### config.mk
export PLATFORM = sky130hd
export DESIGN_NAME = rca_share_scheduler
export DESIGN_NICKNAME = d
export VERILOG_FILES = /design/src/rtl/rca_share_scheduler.sv
export SDC_FILE = /design/constraint.sdc
export NUM_CORES = 1
export LEC_CHECK = 0
export BUFFER_PORTS_ARGS = -buffer_cell sky130_fd_sc_hd__buf_2
export CAP_MARGIN = 20
export CORE_AREA = 2 2 307 309
export CTS_CLUSTER_SIZE = 10
export DETAILED_ROUTE_END_ITERATION = 7
export DIE_AREA = 0 0 309 311
export HOLD_SLACK_MARGIN = 0.15
export PLACE_DENSITY = 0.36
export SYNTH_ARGS = -nofsm -noshare
export SYNTH_HDL_FRONTEND = slang
export SYNTH_SLANG_ARGS = --single-unit
### constraint.sdc
create_clock -name clk_i -period 7.6 [get_ports clk_i]
set_clock_uncertainty 0.15 [all_clocks]
set_input_delay 1.14 -clock clk_i [delete_from_list [all_inputs] [get_ports clk_i]]
set_output_delay 1.14 -clock clk_i [all_outputs]
set_load 0.005 [all_outputs]
### src/rtl/rca_share_scheduler.sv
// rca_share_scheduler: round-robin arbiter that time-shares one external
// ripple carry adder among NUM_REQ requesters. The winning request's operands
// are registered onto the adder inputs. The carry chain is given SETTLE_CYC
// cycles to ripple before sum/carry are captured. The result, tagged with
// the owner's ID, is held on a valid/ready response port until it is taken.
module rca_share_scheduler #(
    parameter int NUM_REQ    = 4,
    parameter int WIDTH      = 64,
    parameter int SETTLE_CYC = 4,
    parameter int ID_W       = $clog2(NUM_REQ)
) (
    input  logic                     clk_i,
    input  logic                     rst_i,
    input  logic [NUM_REQ-1:0]       req_valid_i,
    output logic [NUM_REQ-1:0]       req_ready_o,
    input  logic [NUM_REQ*WIDTH-1:0] req_a_i,
    input  logic [NUM_REQ*WIDTH-1:0] req_b_i,
    input  logic [NUM_REQ-1:0]       req_cin_i,
    input  logic [NUM_REQ-1:0]       req_sub_i,
    output logic [WIDTH-1:0]         add_a_o,
    output logic [WIDTH-1:0]         add_b_o,
    output logic                     add_cin_o,
    input  logic [WIDTH-1:0]         add_s_i,
    input  logic                     add_cout_i,
    output logic                     rsp_valid_o,
    input  logic                     rsp_ready_i,
    output logic [ID_W-1:0]          rsp_id_o,
    output logic [WIDTH-1:0]         rsp_sum_o,
    output logic                     rsp_cout_o,
    output logic                     rsp_ovf_o,
    output logic                     busy_o
);

    localparam int CNT_W = (SETTLE_CYC > 1) ? $clog2(SETTLE_CYC) : 1;

    typedef enum logic [1:0] {
        IDLE   = 2'd0,
        SETTLE = 2'd1,
        RESP   = 2'd2
    } state_t;

    state_t             state_q, state_d;
    logic [ID_W-1:0]    rr_q, rr_d;
    logic [CNT_W-1:0]   cnt_q, cnt_d;
    logic [ID_W-1:0]    id_q, id_d;
    logic [WIDTH-1:0]   add_a_q, add_a_d;
    logic [WIDTH-1:0]   add_b_q, add_b_d;
    logic               add_cin_q, add_cin_d;
    logic               rsp_valid_q, rsp_valid_d;
    logic [WIDTH-1:0]   rsp_sum_q, rsp_sum_d;
    logic               rsp_cout_q, rsp_cout_d;
    logic               rsp_ovf_q, rsp_ovf_d;

    logic               gnt_found;
    logic [ID_W-1:0]    gnt_id;
    logic [ID_W-1:0]    scan_idx;
    logic [WIDTH-1:0]   a_sel;
    logic [WIDTH-1:0]   b_sel;
    logic               cin_sel;
    logic               sub_sel;

    // Round-robin search: first valid requester strictly after the last winner, with wrap
    always_comb begin
        gnt_found = 1'b0;
        gnt_id    = '0;
        scan_idx  = '0;
        for (int k = 1; k <= NUM_REQ; k++) begin
            scan_idx = ID_W'((int'(rr_q) + k) % NUM_REQ);
            if (!gnt_found && req_valid_i[scan_idx]) begin
                gnt_found = 1'b1;
                gnt_id    = scan_idx;
            end
        end
    end

    // Operand mux for the current round-robin winner
    always_comb begin
        a_sel   = req_a_i[int'(gnt_id)*WIDTH +: WIDTH];
        b_sel   = req_b_i[int'(gnt_id)*WIDTH +: WIDTH];
        cin_sel = req_cin_i[gnt_id];
        sub_sel = req_sub_i[gnt_id];
    end

    // Next-state logic: grant in IDLE, count down the ripple time, then hold the result
    always_comb begin
        state_d     = state_q;
        rr_d        = rr_q;
        cnt_d       = cnt_q;
        id_d        = id_q;
        add_a_d     = add_a_q;
        add_b_d     = add_b_q;
        add_cin_d   = add_cin_q;
        rsp_valid_d = rsp_valid_q;
        rsp_sum_d   = rsp_sum_q;
        rsp_cout_d  = rsp_cout_q;
        rsp_ovf_d   = rsp_ovf_q;
        req_ready_o = '0;
        case (state_q)
            IDLE: begin
                if (gnt_found && !rst_i) begin
                    req_ready_o[gnt_id] = 1'b1;
                    add_a_d   = a_sel;
                    add_b_d   = sub_sel ? ~b_sel : b_sel;
                    add_cin_d = sub_sel | cin_sel;
                    id_d      = gnt_id;
                    rr_d      = gnt_id;
                    cnt_d     = CNT_W'(SETTLE_CYC - 1);
                    state_d   = SETTLE;
                end
            end
            SETTLE: begin
                if (cnt_q == '0) begin
                    rsp_sum_d   = add_s_i;
                    rsp_cout_d  = add_cout_i;
                    rsp_ovf_d   = (add_a_q[WIDTH-1] == add_b_q[WIDTH-1]) &&
                                  (add_s_i[WIDTH-1] != add_a_q[WIDTH-1]);
                    rsp_valid_d = 1'b1;
                    state_d     = RESP;
                end else begin
                    cnt_d = cnt_q - CNT_W'(1);
                end
            end
            RESP: begin
                if (rsp_ready_i) begin
                    rsp_valid_d = 1'b0;
                    state_d     = IDLE;
                end
            end
            default: state_d = IDLE;
        endcase
    end

    // State and datapath registers; reset aborts any operation in flight
    always_ff @(posedge clk_i or posedge rst_i) begin
        if (rst_i) begin
            state_q     <= IDLE;
            rr_q        <= ID_W'(NUM_REQ - 1);
            cnt_q       <= '0;
            id_q        <= '0;
            add_a_q     <= '0;
            add_b_q     <= '0;
            add_cin_q   <= 1'b0;
            rsp_valid_q <= 1'b0;
            rsp_sum_q   <= '0;
            rsp_cout_q  <= 1'b0;
            rsp_ovf_q   <= 1'b0;
        end else begin
            state_q     <= state_d;
            rr_q        <= rr_d;
            cnt_q       <= cnt_d;
            id_q        <= id_d;
            add_a_q     <= add_a_d;
            add_b_q     <= add_b_d;
            add_cin_q   <= add_cin_d;
            rsp_valid_q <= rsp_valid_d;
            rsp_sum_q   <= rsp_sum_d;
            rsp_cout_q  <= rsp_cout_d;
            rsp_ovf_q   <= rsp_ovf_d;
        end
    end

    assign add_a_o     = add_a_q;
    assign add_b_o     = add_b_q;
    assign add_cin_o   = add_cin_q;
    assign rsp_valid_o = rsp_valid_q;
    assign rsp_id_o    = id_q;
    assign rsp_sum_o   = rsp_sum_q;
    assign rsp_cout_o  = rsp_cout_q;
    assign rsp_ovf_o   = rsp_ovf_q;
    assign busy_o      = (state_q != IDLE);

endmodule

After elaboration in Yosys (flattened, before gate mapping) --
Cells that the tools add are included.
Cells by class: add/sub/neg operators 5, magnitude comparators 6, eq/ne operators 8, shifts and indexed selects 2, muxes and demuxes 35, bitwise logic cells 2, reductions and logical operators 20
Operators with widths (number):
- $shiftx 256x9->64 | 2
- $mux 64 | 1
- $not 64->64 | 1
- $mux 2 | 9
- $lt 2x3->1 const B | 5
- $mux 1 | 13
- $bmux 1 s2 | 6
- $reduce_and 3->1 | 3
- $mux 4 | 2
- $ne 2x2->1 const B | 4
- $logic_and 1x1->1 | 6
- $pmux 2 s3 | 1
- $reduce_bool 2->1 | 3
- $add 2x1->2 const B | 2
- $add 2x2->2 const B | 2
- $logic_not 1->1 | 4
- $logic_not 2->1 | 2
- $pmux 2 s2 | 1
- $reduce_and 2->1 | 2
- $demux 1 s2 | 1
- $eq 2x1->1 const B | 1
- $eq 2x2->1 const B | 1
- $ge 2x1->1 const B | 1
- $pmux 1 s2 | 1
- other kinds (4) | 4
Storage, ports and cells: bits in registers 204, input bits 592, output and inout port bits 203

Depth between registers and ports, before layout --
Gate-level depths: netlist (run 1).
word-level depth 19, mapped depth 9

Worst setup path after synthesis (run 1) --
Ideal clock, no wire load.
path type input to output, start input req_valid_i[0], end output req_ready_o[2], arrival 2.529 ns, required time 6.310 ns, setup slack 3.781 ns, stages 8, buffers on the path 4, cell sequence o21ai_1 > a21boi_1 > buf_4 > or3_1 > buf_2 > buf_6 > buf_4 > nor3_1
Between the ends: longest elaborated chain between the ends 18
RTL lines:
- start: declaration | RTL line 14 | input logic [NUM_REQ-1:0] req_valid_i,
- $bmux 1 s2 | RTL line 69 | if (!gnt_found && req_valid_i[scan_idx]) begin
- $mux 1 (implied by the code) | RTL line 69
- $mux 1 | RTL line 69
- $logic_not 1->1 | RTL line 69
- $logic_and 1x1->1 | RTL line 69
- $mux 1 | RTL line 69
- $logic_not 1->1 | RTL line 69
- $logic_and 1x1->1 | RTL line 69
- [... 2 more ...]
- $logic_and 1x1->1 | RTL line 69
- $mux 2 | RTL line 69
- $lt 2x3->1 (implied by the code) / $ge 2x1->1 (equally long branches) | RTL line 101 | req_ready_o[gnt_id] = 1'b1;
- $logic_and 1x1->1 (implied by the code) | RTL line 101
- $mux 1 (implied by the code) | RTL line 101
- $demux 1 s2 | RTL line 101
- $mux 4 (*) | RTL line 100 | if (gnt_found && !rst_i) begin
- $mux 4 (*) | RTL line 98 | case (state_q)
- end: declaration | RTL line 15 | output logic [NUM_REQ-1:0] req_ready_o,
Every way passes the cells marked *; elsewhere a longest branch is shown, timed or not. The select of a mux whose other input is x is not followed.

Final worst setup path (run 1) --
start input req_valid_i[1], end output req_ready_o[2]
Same word-level chain as after synthesis.

==> metrics.txt, run 1 <==
# TYPE chip_impl_metric gauge
chip_impl_info{name="run_status",value="finished with violations"} 1
chip_impl_info{name="violated_checks",value="design-rule violations"} 1
chip_impl_metric{name="synthesis_stage_register_bit_count",unit=""} 204
chip_impl_metric{name="max_stage_delay",unit="ns"} 0.73
chip_impl_info{name="rr_startpoint",value="rr_q[1]"} 1
chip_impl_metric{name="dr.first_iter.drc_count",unit=""} 919
chip_impl_metric{name="reg2reg_depth",unit=""} 8
chip_impl_metric{name="synthesis.area_per_instance",unit="um^2"} 10.1
chip_impl_metric{name="clk_pin_slew_worst_paths",unit="ns"} 0.06
chip_impl_metric{name="synth_enable_flop_cells",unit=""} 0
chip_impl_metric{name="setup_viol_count_final",unit=""} 0
chip_impl_info{name="ys.flop_type",value="dfrtp_1"} 1
chip_impl_info{name="critPathCaptureType",value="output port"} 1
chip_impl_metric{name="max_slew.worst_pin.slew",unit="ns"} 0.997
chip_impl_metric{name="fin_ws",unit="ns"} 2.93
chip_impl_metric{name="layoutNonFillerInstCount",unit=""} 3445
chip_impl_metric{name="drive_gt1_share",unit="%"} 47.2
chip_impl_info{name="startpoint_type",value="input port"} 1
chip_impl_metric{name="grtUsageTotal",unit="%"} 17.1
chip_impl_info{name="post-synth-top-area-cell",value="dfrtp_1"} 1
chip_impl_metric{name="postSynth.asyncResetShare",unit="%"} 100
chip_impl_metric{name="die_x",unit="um"} 309
chip_impl_info{name="critical_path_class",value="in2out"} 1
chip_impl_metric{name="synth-warning-count",unit=""} 0
chip_impl_metric{name="syn-num-nets",unit=""} 2089
chip_impl_metric{name="numClockSinks",unit=""} 204
chip_impl_metric{name="mapped_cell_area",unit="um^2"} 15200
chip_impl_info{name="ys_top_cells_by_area",value="dfrtp_1 (33%), mux2i_1 (8.4%), o311ai_0 (7.4%)"} 1
chip_impl_info{name="worst_path_most_repeated_cell",value="buf_2"} 1
chip_impl_metric{name="remaining_drc_errors",unit=""} 1
chip_impl_metric{name="antenna_found_initial",unit=""} 31
chip_impl_metric{name="power.ir.vdd_worst",unit="mV"} 0.184
chip_impl_metric{name="global_route_wire_length_before_repair",unit="mm"} 124
chip_impl_metric{name="dr.pass1.iters",unit=""} 5
chip_impl_metric{name="hold_depth",unit=""} 1
chip_impl_metric{name="port_buffers",unit=""} 794
chip_impl_metric{name="syn_inst",unit=""} 1496
chip_impl_metric{name="final_util",unit="%"} 23.0
chip_impl_metric{name="h_tree_level_count",unit=""} 1
chip_impl_metric{name="final_routed_wire_length_divided_by_cell_count",unit="um"} 25.2
chip_impl_metric{name="finish.net_count",unit=""} 2751
chip_impl_metric{name="p_leak",unit="uW"} 0.00963
chip_impl_metric{name="cap_violations",unit=""} 0
chip_impl_metric{name="synth_cell_type_count",unit=""} 47
chip_impl_metric{name="cp.arrival",unit="ns"} 3.38
chip_impl_metric{name="die_height",unit="um"} 311
chip_impl_metric{name="cts-hold-fix-buffers",unit=""} 0
chip_impl_metric{name="share_of_the_clock_period_used_by_the_worst_path",unit="%"} 61.4
chip_impl_info{name="cts_tree",value="yes"} 1
chip_impl_metric{name="fp-row-count",unit=""} 112
chip_impl_metric{name="synth_top_area_share",unit="%"} 33.3
chip_impl_metric{name="hpwl",unit="mm"} 61.1
chip_impl_metric{name="final-hold-violation-count",unit=""} 0
chip_impl_info{name="crit_path_top_delay_cell",value="nor3b_4"} 1
chip_impl_metric{name="nFillCells",unit=""} 10200
chip_impl_info{name="holdCritPathClass",value="reg2reg"} 1
chip_impl_metric{name="max_clock_freq",unit="GHz"} 0.214
chip_impl_info{name="rsz0062_at_grt",value="no"} 1
chip_impl_metric{name="period_needed",unit="ns"} 4.67
chip_impl_metric{name="core_region_area",unit="um^2"} 92800
chip_impl_metric{name="worst_ep_required_time",unit="ns"} 6.31
chip_impl_metric{name="insertion_delay_to_the_later_sink_of_the_worst_skew_pair",unit="ns"} 0.61
chip_impl_metric{name="io_pins",unit=""} 795
chip_impl_metric{name="first_global_vias",unit=""} 17000
chip_impl_info{name="ctsRootBufferMaster",value="clkbuf_16"} 1
chip_impl_metric{name="cts_made_buffers",unit=""} 30
chip_impl_metric{name="dieArea",unit="um^2"} 96100
chip_impl_metric{name="flow.area_growth_from_synthesis",unit="%"} 40.4
chip_impl_metric{name="ff2ff_setup_slack",unit="ns"} 3.80
chip_impl_info{name="worstPathCellList",value="buf_2 > nor3b_4 > buf_4 > or3_4 > nor3_1 > buf_2"} 1
chip_impl_metric{name="total_negative_setup_slacks",unit="ns"} 0
chip_impl_metric{name="place.gp.congestion",unit=""} 0.854
chip_impl_metric{name="antenna_violating_nets_post_route",unit=""} 0
chip_impl_metric{name="place_ws",unit="ns"} 2.97
chip_impl_metric{name="cts-resized-gates",unit=""} 0
chip_impl_metric{name="hold_slack",unit="ns"} 0.320
chip_impl_metric{name="viasPerCell",unit=""} 4.71
chip_impl_metric{name="starting_density_of_the_core",unit="%"} 16.3
chip_impl_metric{name="worst_slew_margin_rel",unit="%"} 33.5
chip_impl_metric{name="yosysSeqAreaShare",unit="%"} 33.7
chip_impl_metric{name="via_count",unit=""} 16200
chip_impl_info{name="cp-endpoint",value="req_ready_o[2]"} 1
chip_impl_metric{name="grt_max_degree",unit=""} 133
chip_impl_metric{name="postCtsSetupRepairBufs",unit=""} 0
chip_impl_metric{name="drt_wl_total",unit="mm"} 86.8
chip_impl_metric{name="placedCellCount",unit=""} 3380
chip_impl_metric{name="worst-path-max-fanout",unit=""} 62
chip_impl_metric{name="gr-total-overflow",unit=""} 0
chip_impl_metric{name="pwr_density_cell",unit="nW/um^2"} 351
chip_impl_info{name="startpoint",value="req_valid_i[1]"} 1
chip_impl_metric{name="max-clock-path-buffers",unit=""} 3
chip_impl_metric{name="report.final.slew_viol_count",unit=""} 0
chip_impl_info{name="destination_of_the_worst_register_to_register_timing_path",value="add_b_o[6]"} 1
-- kinds of logic after synthesis --
family                     Yosys count  synth area share [%]
AOI/OAI and AO/OA                  536                  31.0
and+or+nand+nor                    227                  8.14
buffers and inverters              206                  6.29
DFF                                204                  33.7
muxes                              194                  13.4
xor gates and xnor gates           128                  7.39
adders and majority gates            1                0.0825
-- through the flow --
step                      power [uW]  cell area (um^2)
after floorplan                 4330             15200
after global placement          5980             20200
after detailed placement        6020             20200
after CTS                       7620             21300
after global routing            8010             21300
final                           7470             21300
-- worst min path at each step --
stage / startpoint / end
floorplan: cnt_q[0] / cnt_q[0]
global placement: cnt_q[0] / cnt_q[0]
detailed placement: cnt_q[0] / cnt_q[0]
CTS: cnt_q[0] / cnt_q[0]
global route: rsp_id_o[0] / rsp_id_o[0]
finish: cnt_q[0] / cnt_q[0]
-- state kept, by name (all words and copies together) (netlist names), 2 cells and up --
register and cells:
cnt_q 2, rr_q 2, rsp_id_o 2, state_q 2, add_a_o 64, add_b_o 64, rsp_sum_o 64
-- per-layer routing --
| metal | wire (um) | share of wire [%] | GRT usage, % | vias up |
|---|---|---|---|---|
| met5 | 124 | 0.14 | 0 | - |
| met4 | 1850 | 2.1 | 3.99 | 18 |
| met3 | 6680 | 7.7 | 3.81 | 106 |
| met2 | 41000 | 47 | 28.4 | 782 |
| met1 | 37100 | 43 | 22.4 | 8088 |
| li1 | - | - | - | 7244 |
-- cells in the final DEF (no fill, tap or decap), types with 3 or more instances in the layout --
master / Yosys / routed
diode_2: 0 / 12
o311ai_0: 128 / 128
nor2_1: 6 / 6
a21boi_0: 66 / 66
o221ai_1: 65 / 65
a31oi_1: 64 / 64
dfrtp_1: 202 / 202
nand2b_1: 66 / 66
a21oi_1: 6 / 5
bufinv_16: 0 / 3
nand2_1: 73 / 70
mux2i_1: 128 / 128
clkinv_2: 0 / 4
buf_12: 0 / 3
and3_1: 64 / 64
clkbuf_16: 0 / 30
clkbuf_8: 0 / 12
o211ai_1: 128 / 128
inv_1: 6 / 5
xor2_1: 128 / 128
o41ai_1: 4 / 4
o21ai_0: 3 / 3
nor3_1: 3 / 3
mux2_2: 65 / 65
o41ai_2: 60 / 60
buf_4: 19 / 35
buf_2: 33 / 792
-- cell usage after synthesis, types with 3 or more instances --
cell      number
nor3_1         3
o221ai_1      65
mux2i_1      128
o211ai_1     128
inv_1          6
nor2_1         6
and3_1        64
a21boi_0      66
buf_1         21
xor2_1       128
buf_6          9
o311ai_0     128
o41ai_2       60
nand2_1       73
nand2b_1      66
buf_4         19
a31oi_1       64
a21oi_1        6
dfrtp_1      202
mux2_2        65
clkbuf_1     118
o21ai_0        3
buf_2         33
o41ai_1        4
-- where the power goes --
part / switching [uW] / leakage, uW / internal (uW)
clock network: 602 / 0.000528 / 936
logic: 2340 / 0.00670 / 1650
registers: 304 / 0.00240 / 1640
-- critical path: cells and delay by family --
| family | cells | cell delay [ns] |
|---|---|---|
| buf+inv | 3 | 0.61 |
| simple gates | 3 | 1.51 |
-- layout make-up --
class | count | area [um^2] | area share (%)
Multi-Input combinational cell | 1086 | 9210 | 43.2
Timing Repair Buffer | 830 | 4290 | 20.1
Tap cell | 1254 | 1570 | 7.37
Sequential cell | 204 | 5110 | 24.0
Clock inverter | 9 | 148 | 0.693
Inverter | 6 | 30.0 | 0.141
Clock buffer | 44 | 923 | 4.34
Antenna cell | 12 | 30.0 | 0.141
(Power assumes the default switching activity.)
==> run 2, diff against run 1 <==
==> constraint.sdc (replaced) <==
create_clock -name clk_i -period 4.4 [get_ports clk_i]
set_clock_uncertainty 0.15 [all_clocks]
set_input_delay 0.66 -clock clk_i [delete_from_list [all_inputs] [get_ports clk_i]]
set_output_delay 0.66 -clock clk_i [all_outputs]
set_load 0.005 [all_outputs]
==> run 2 against run 1 <==
Effect of this change:
- the flow now finishes without violations
- global-route usage decreased by 0.62 points
- cell count increased by 2.3%
- setup slack got worse by 1.9 ns
==> metrics.txt, run 2 (synthesis results as in run 1) <==
# TYPE chip_impl_metric gauge
chip_impl_metric{name="worst_ep_required_time",unit="ns"} 3.59
chip_impl_metric{name="total_negative_setup_slacks",unit="ns"} 0
chip_impl_metric{name="netSwitchingFraction",unit="%"} 43.6
chip_impl_metric{name="report.final.slew_viol_count",unit=""} 0
chip_impl_metric{name="place.gp.congestion",unit=""} 0.921
chip_impl_metric{name="hpwl",unit="mm"} 60.1
chip_impl_metric{name="max_clock_freq",unit="GHz"} 0.300
chip_impl_metric{name="cap_violations",unit=""} 0
chip_impl_info{name="layout_commonest_cell",value="buf_2"} 1
chip_impl_metric{name="internal_power",unit="uW"} 7200
chip_impl_metric{name="final_routed_wire_length_divided_by_cell_count",unit="um"} 23.8
chip_impl_info{name="run_status",value="finished, final reports clean"} 1
chip_impl_metric{name="hold_slack",unit="ns"} 0.197
chip_impl_metric{name="power_frac_clock",unit="%"} 18.9
chip_impl_metric{name="worst-path-max-fanout",unit=""} 20
chip_impl_metric{name="fp-row-count",unit=""} 112
chip_impl_info{name="cts_tree",value="yes"} 1
chip_impl_metric{name="p_leak",unit="uW"} 0.00992
chip_impl_metric{name="power.ir.vdd_worst",unit="mV"} 0.311
chip_impl_metric{name="period_needed",unit="ns"} 3.34
chip_impl_metric{name="drt_wl_total",unit="mm"} 83.8
chip_impl_metric{name="remaining_drc_errors",unit=""} 0
chip_impl_metric{name="first_global_vias",unit=""} 17200
chip_impl_metric{name="grt_max_degree",unit=""} 117
chip_impl_metric{name="setup_viol_count_final",unit=""} 0
chip_impl_metric{name="die_x",unit="um"} 309
chip_impl_info{name="holdCritPathClass",value="in2reg"} 1
chip_impl_metric{name="core_region_area",unit="um^2"} 92800
chip_impl_metric{name="dr.first_iter.drc_count",unit=""} 1131
chip_impl_metric{name="drive_gt1_share",unit="%"} 45.9
chip_impl_metric{name="cts_made_buffers",unit=""} 30
chip_impl_metric{name="starting_density_of_the_core",unit="%"} 16.3
chip_impl_info{name="layout.cells.most_common_list",value="buf_2 (792), dfrtp_1 (202)"} 1
chip_impl_info{name="critical_path_class",value="reg2out"} 1
chip_impl_metric{name="via_count",unit=""} 16600
chip_impl_info{name="rsz0062_at_grt",value="no"} 1
chip_impl_metric{name="clk_pin_slew_worst_paths",unit="ns"} 0.06
chip_impl_metric{name="pwr_density_cell",unit="nW/um^2"} 579
chip_impl_metric{name="h_tree_level_count",unit=""} 1
chip_impl_metric{name="max-clock-path-buffers",unit=""} 3
chip_impl_info{name="startpoint_type",value="flip-flop"} 1
chip_impl_metric{name="cts-resized-gates",unit=""} 0
chip_impl_metric{name="viasPerCell",unit=""} 4.71
chip_impl_metric{name="cp.arrival",unit="ns"} 2.53
chip_impl_metric{name="final-hold-violation-count",unit=""} 0
chip_impl_metric{name="placed_cell_area",unit="um^2"} 20400
chip_impl_metric{name="p_switching",unit="uW"} 5560
chip_impl_metric{name="dr.pass1.iters",unit=""} 5
chip_impl_metric{name="antenna_found_initial",unit=""} 22
chip_impl_info{name="critPathCaptureType",value="output port"} 1
chip_impl_metric{name="worst_slew_margin_rel",unit="%"} 24.9
chip_impl_metric{name="final_util",unit="%"} 23.8
chip_impl_metric{name="global_route_wire_length_before_repair",unit="mm"} 120
chip_impl_metric{name="share_of_the_clock_period_used_by_the_worst_path",unit="%"} 75.9
chip_impl_metric{name="gr-total-overflow",unit=""} 0
chip_impl_metric{name="share_comb_of_total_power",unit="%"} 54.6
chip_impl_metric{name="dieArea",unit="um^2"} 96100
chip_impl_metric{name="antenna_violating_nets_post_route",unit=""} 0
chip_impl_metric{name="max_slew.worst_pin.slew",unit="ns"} 1.13
chip_impl_metric{name="sequentialPowerShare",unit="%"} 26.6
chip_impl_metric{name="port_buffers",unit=""} 794
chip_impl_metric{name="insertion_delay_to_the_later_sink_of_the_worst_skew_pair",unit="ns"} 0.60
chip_impl_metric{name="flow.area_growth_from_synthesis",unit="%"} 45.3
chip_impl_metric{name="finish.net_count",unit=""} 2824
chip_impl_metric{name="layout.cell_area.non_filler",unit="um^2"} 22000
chip_impl_metric{name="die_height",unit="um"} 311
chip_impl_info{name="ctsRootBufferMaster",value="clkbuf_16"} 1
chip_impl_metric{name="postCtsSetupRepairBufs",unit=""} 0
chip_impl_metric{name="numClockSinks",unit=""} 204
chip_impl_metric{name="io_pins",unit=""} 795
chip_impl_metric{name="grtUsageTotal",unit="%"} 16.5
## run 2: changes by cell type in the layout (fill, tap and decap cells not counted), moves of 5 or more
cell | previous run | this run
diode_2 | 12 | 18
clkinv_2 | 4 | 9
clkbuf_8 | 12 | 5
dlygate4sd3_1 | 0 | 65
buf_12 | 3 | 13
## run 2: path summary, 6_finish.rpt
kind | startpoint | endpoint | slack (ns) | cells past startpoint
min in group asynchronous | rst_i | state_q[0] | 0.70 | 3
min reg2reg | add_a_o[35] | add_a_o[35] | 0.33 | 2
min | add_s_i[10] | rsp_sum_o[10] | 0.20 | 2
max reg2reg | rr_q[0] | add_b_o[46] | 1.38 | 7
max in group asynchronous | rst_i | add_b_o[22] | 2.36 | 4
max | rr_q[1] | req_ready_o[1] | 1.06 | 6
## run 2: final cells by class
cell class | count | area, um^2
Inverter | 6 | 26.3
Antenna cell | 18 | 45.0
Clock inverter | 13 | 120
Timing Repair Buffer | 903 | 5120
Tap cell | 1254 | 1570
Multi-Input combinational cell | 1086 | 9210
Sequential cell | 204 | 5110
Clock buffer | 39 | 835
Fill cell | 10200 | 70700
## run 2: what timing repair did
action,4_1_cts,5_1_grt
endpoints found under the setup margin,0,0
hold buffers,65,0
hold endpoints to repair,88,0
## run 2: per-layer routing
| layer | GRT usage [%] | wire [um] |
|---|---|---|
| met3 | 3.77 | 6270 |
| met5 | 0 | 42 |
| met1 | 21.3 | 35700 |
| met2 | 27.2 | 40000 |
| met4 | 4.76 | 1850 |
## run 2: per-stage QoR
| step | setup slack (ns) | power, uW | cells |
|---|---|---|---|
| 2_1_floorplan | 0.947 | 7490 | 1496 |
| 3_3_place_gp | 1.14 | 10300 | 3388 |
| 3_5_place_dp | 1.08 | 10400 | 3388 |
| 4_1_cts | 1.00 | 13000 | 3505 |
| 5_1_grt | 0.902 | 13700 | 3514 |
| 6_report | 1.06 | 12800 | 3523 |
## run 2: power groups by stage
stage | Combinational (uW) | Clock, uW | Sequential, uW
final | 6970 | 2410 | 3390
after global routing | 7560 | 2580 | 3510
after CTS | 7040 | 2510 | 3400
after detailed placement | 6970 | 0 | 3430
after global placement | 6920 | 0 | 3410
after floorplan | 4110 | 0 | 3370
## run 2: worst max-delay path, stage by stage (launching register included)
cell     delay [ns]
dfstp_2        0.63
mux2_4         0.33
a22oi_2        0.12
buf_4          0.24
and2_4         0.37
nor2_1         0.08
buf_2          0.15
==> run 3, diff against run 2 <==
==> config.mk (replaced) <==
export PLATFORM = sky130hd
export DESIGN_NAME = rca_share_scheduler
export DESIGN_NICKNAME = d
export VERILOG_FILES = /design/src/rtl/rca_share_scheduler.sv
export SDC_FILE = /design/constraint.sdc
export NUM_CORES = 1
export LEC_CHECK = 0
export ABC_AREA = 1
export BUFFER_PORTS_ARGS = -buffer_cell sky130_fd_sc_hd__buf_2
export CAP_MARGIN = 20
export CORE_AREA = 2 2 312 314
export CTS_CLUSTER_SIZE = 10
export DETAILED_ROUTE_END_ITERATION = 7
export DIE_AREA = 0 0 314 316
export HOLD_SLACK_MARGIN = 0.15
export PLACE_DENSITY = 0.37
export SYNTH_ARGS = -nofsm -noshare
export SYNTH_HDL_FRONTEND = slang
export SYNTH_SLANG_ARGS = --single-unit
==> constraint.sdc (replaced) <==
create_clock -name clk_i -period 2.75 [get_ports clk_i]
set_clock_uncertainty 0.15 [all_clocks]
set_input_delay 0.4125 -clock clk_i [delete_from_list [all_inputs] [get_ports clk_i]]
set_output_delay 0.4125 -clock clk_i [all_outputs]
set_load 0.005 [all_outputs]
==> run 3 against run 2 <==
Effect of this change:
- non-clock buffer count is 644 higher
- setup slack worse by 1.4 ns
- highest routed layer unchanged
- flip-flop and latch count unchanged
- the flow now finishes with violations (negative setup slack)
- worst hold slack lost 0.019 ns
==> metrics.txt, run 3 <==
# TYPE chip_impl_metric gauge
chip_impl_metric{name="fin_ws",unit="ns"} -0.344
chip_impl_metric{name="synth-warning-count",unit=""} 0
chip_impl_metric{name="port_buffers",unit=""} 794
chip_impl_metric{name="power.ir.vdd_worst",unit="mV"} 1.19
chip_impl_info{name="critical_path_class",value="reg2out"} 1
chip_impl_metric{name="worst-path-max-fanout",unit=""} 6
chip_impl_metric{name="drive_gt1_share",unit="%"} 28.5
chip_impl_metric{name="die_x",unit="um"} 314
chip_impl_metric{name="cts_made_buffers",unit=""} 29
chip_impl_info{name="post-synth-top-count-cell",value="nand2_1"} 1
chip_impl_info{name="layout_commonest_cell",value="nand2_1"} 1
chip_impl_metric{name="gr-total-overflow",unit=""} 0
chip_impl_metric{name="numClockSinks",unit=""} 204
chip_impl_metric{name="mapped_cell_area",unit="um^2"} 15500
chip_impl_info{name="critPathCaptureType",value="output port"} 1
chip_impl_metric{name="layoutNonFillerInstCount",unit=""} 5271
chip_impl_info{name="synth.cells.most_frequent",value="nand2_1 (1530), nand3_1 (329), dfrtp_1 (202)"} 1
chip_impl_info{name="rsz0062_at_grt",value="yes"} 1
chip_impl_metric{name="synth_enable_flop_cells",unit=""} 0
chip_impl_metric{name="first_global_vias",unit=""} 22900
chip_impl_info{name="cts_tree",value="yes"} 1
chip_impl_info{name="ys_top_cells_by_area",value="nand2_1 (37%), dfrtp_1 (33%), nand3_1 (11%)"} 1
chip_impl_metric{name="final_routed_wire_length_divided_by_cell_count",unit="um"} 19.3
chip_impl_metric{name="worst_ep_required_time",unit="ns"} 2.19
chip_impl_metric{name="fp-row-count",unit=""} 114
chip_impl_metric{name="synthesis.area_per_instance",unit="um^2"} 5.96
chip_impl_info{name="holdCritPathClass",value="in2reg"} 1
chip_impl_metric{name="die_height",unit="um"} 316
chip_impl_metric{name="syn_inst",unit=""} 2600
chip_impl_metric{name="setup_viol_count_final",unit=""} 70
chip_impl_info{name="violated_checks",value="negative setup slack"} 1
chip_impl_metric{name="period_needed",unit="ns"} 3.09
chip_impl_metric{name="share_of_the_clock_period_used_by_the_worst_path",unit="%"} 113
chip_impl_metric{name="grt_max_degree",unit=""} 107
chip_impl_metric{name="synthesis_stage_register_bit_count",unit=""} 204
chip_impl_info{name="ys.flop_type",value="dfrtp_1"} 1
chip_impl_metric{name="viasPerCell",unit=""} 4.34
chip_impl_metric{name="worst_slew_margin_rel",unit="%"} 49.2
chip_impl_info{name="ctsRootBufferMaster",value="clkbuf_16"} 1
chip_impl_metric{name="grtUsageTotal",unit="%"} 18.7
chip_impl_metric{name="seqCellArea",unit="um^2"} 5110
chip_impl_metric{name="syn-num-nets",unit=""} 3193
chip_impl_metric{name="antenna_violating_nets_post_route",unit=""} 0
chip_impl_metric{name="dr.first_iter.drc_count",unit=""} 1448
chip_impl_metric{name="p_leak",unit="uW"} 0.0158
chip_impl_metric{name="placedCellCount",unit=""} 4581
chip_impl_metric{name="yosysSeqAreaShare",unit="%"} 33.0
chip_impl_metric{name="place_ws",unit="ns"} -0.00512
chip_impl_metric{name="pwr_density_cell",unit="nW/um^2"} 1690
chip_impl_metric{name="finish.net_count",unit=""} 4560
chip_impl_metric{name="final_util",unit="%"} 31.0
chip_impl_metric{name="cp.arrival",unit="ns"} 2.53
chip_impl_metric{name="flow.area_growth_from_synthesis",unit="%"} 91.9
chip_impl_metric{name="synth_top_area_share",unit="%"} 37.1
chip_impl_metric{name="clk_pin_slew_worst_paths",unit="ns"} 0.06
chip_impl_metric{name="antenna_found_initial",unit=""} 24
chip_impl_metric{name="global_route_wire_length_before_repair",unit="mm"} 143
chip_impl_metric{name="drt_wl_total",unit="mm"} 102
chip_impl_info{name="startpoint_type",value="flip-flop"} 1
chip_impl_metric{name="dr.pass1.iters",unit=""} 5
chip_impl_metric{name="cap_violations",unit=""} 0
chip_impl_metric{name="place.gp.congestion",unit=""} 0.873
chip_impl_metric{name="hold_slack",unit="ns"} 0.178
chip_impl_info{name="post-synth-top-area-cell",value="nand2_1"} 1
chip_impl_metric{name="nFillCells",unit=""} 10600
chip_impl_metric{name="starting_density_of_the_core",unit="%"} 16.1
chip_impl_metric{name="postSynth.asyncResetShare",unit="%"} 100
chip_impl_metric{name="core_region_area",unit="um^2"} 96000
chip_impl_metric{name="insertion_delay_to_the_later_sink_of_the_worst_skew_pair",unit="ns"} 0.59
chip_impl_info{name="layout.cells.most_common_list",value="nand2_1 (1482), buf_2 (793), dlygate4sd3_1 (556)"} 1
chip_impl_metric{name="io_pins",unit=""} 795
chip_impl_metric{name="final-hold-violation-count",unit=""} 0
chip_impl_metric{name="synth_cell_type_count",unit=""} 27
chip_impl_metric{name="via_count",unit=""} 22900
chip_impl_metric{name="dieArea",unit="um^2"} 99200
chip_impl_info{name="run_status",value="finished with violations"} 1
chip_impl_metric{name="max_slew.worst_pin.slew",unit="ns"} 0.761
chip_impl_metric{name="remaining_drc_errors",unit=""} 0
chip_impl_metric{name="max-clock-path-buffers",unit=""} 3
chip_impl_metric{name="multiInputGateArea",unit="um^2"} 9590
chip_impl_metric{name="h_tree_level_count",unit=""} 1
chip_impl_metric{name="hpwl",unit="mm"} 67.8
chip_impl_metric{name="total_power_draw",unit="uW"} 50200
chip_impl_metric{name="report.final.slew_viol_count",unit=""} 0
chip_impl_metric{name="max_clock_freq",unit="GHz"} 0.323
run 3: changes by cell type after synthesis, sizes merged, moves of 70 or more:
| cell | delta |
|---|---|
| buf | +70 |
| mux2i | -128 |
| nand2 | +1464 |
| nand4 | +196 |
| o211ai | -128 |
| nor2 | +76 |
| o311ai | -128 |
| xor2 | -128 |
| nand3 | +331 |
run 3: metrics by stage:
step / TNS [ns] / cell area, um^2
floorplan: -314.87 / 15600
global route: -25.63 / 29700
CTS: -8.20 / 28700
global placement: 0 / 21400
finish: -8.79 / 29700
detailed placement: -0.00512 / 21400
run 3: final cells by class:
type | instances | area share (%)
antenna | 9 | 0.0757
clock buffer | 40 | 2.65
clock inverter | 10 | 0.278
inverter | 24 | 0.416
multi-input combinational | 2161 | 32.2
sequential | 204 | 17.2
tap | 1276 | 5.37
timing repair buffer | 1547 | 41.8
run 3: final timing paths:
kind / end / startpoint / slack (ns) / cells past startpoint
hold / removal: add_b_o[18] / req_b_i[18] / 0.18 / 7
min in group asynchronous: cnt_q[0] / rst_i / 0.54 / 4
setup / recovery: req_ready_o[0] / rr_q[0] / -0.34 / 12
max in group asynchronous: add_b_o[42] / rst_i / 1.02 / 5
hold reg to reg: cnt_q[0] / cnt_q[0] / 0.32 / 1
setup reg to reg: add_cin_o / rr_q[0] / -0.16 / 20
run 3: logic make-up (layout without fill, tap and decap cells):
logic type	count (synthesis)	in the layout	synth area share [%]
buffers and inverters	235	1621	8.21
other	0	9	0
AOI/OAI and AO/OA	12	12	0.404
and+or+nand+nor	2148	2148	58.3
adders and majority gates	1	1	0.0807
DFF	204	204	33.0
run 3: timing repair:
item | 4_1_cts | 5_1_grt
buffers inserted | 23 | 20
pin swaps | 26 | 53
cloned | 13 | 20
setup endpoints to repair | 19 | 134
endpoints found under the hold margin | 224 | 0
hold buffers | 556 | 0
gates resized for setup | 71 | 96
run 3: power by group:
group	internal (uW)	switching, uW	total, uW
Combinational	17200	24000	41200
Sequential	4530	835	5370
Clock	2070	1580	3650
Total	23800	26400	50200
run 3: worst max-delay path: stages (launching register included):
cell and delay [ns]:
dfstp_2 0.63, buf_6 0.15, nand2_4 0.05, nand2_4 0.09, nand2_4 0.06, nand2_4 0.08
nor2_4 0.04, nand4_1 0.19, nand2_8 0.09, buf_12 0.16, buf_16 0.13, nor3_4 0.10
buf_2 0.16
run 3: layer usage:
layer / vias to the layer above / wire (um) / track usage [%]
li1: 11100 / - / -
met1: 10700 / 42800 / 23.0
met2: 867 / 50600 / 34.0
met3: 159 / 6100 / 3.37
met4: 30 / 2120 / 3.83
met5: - / 181 / 0
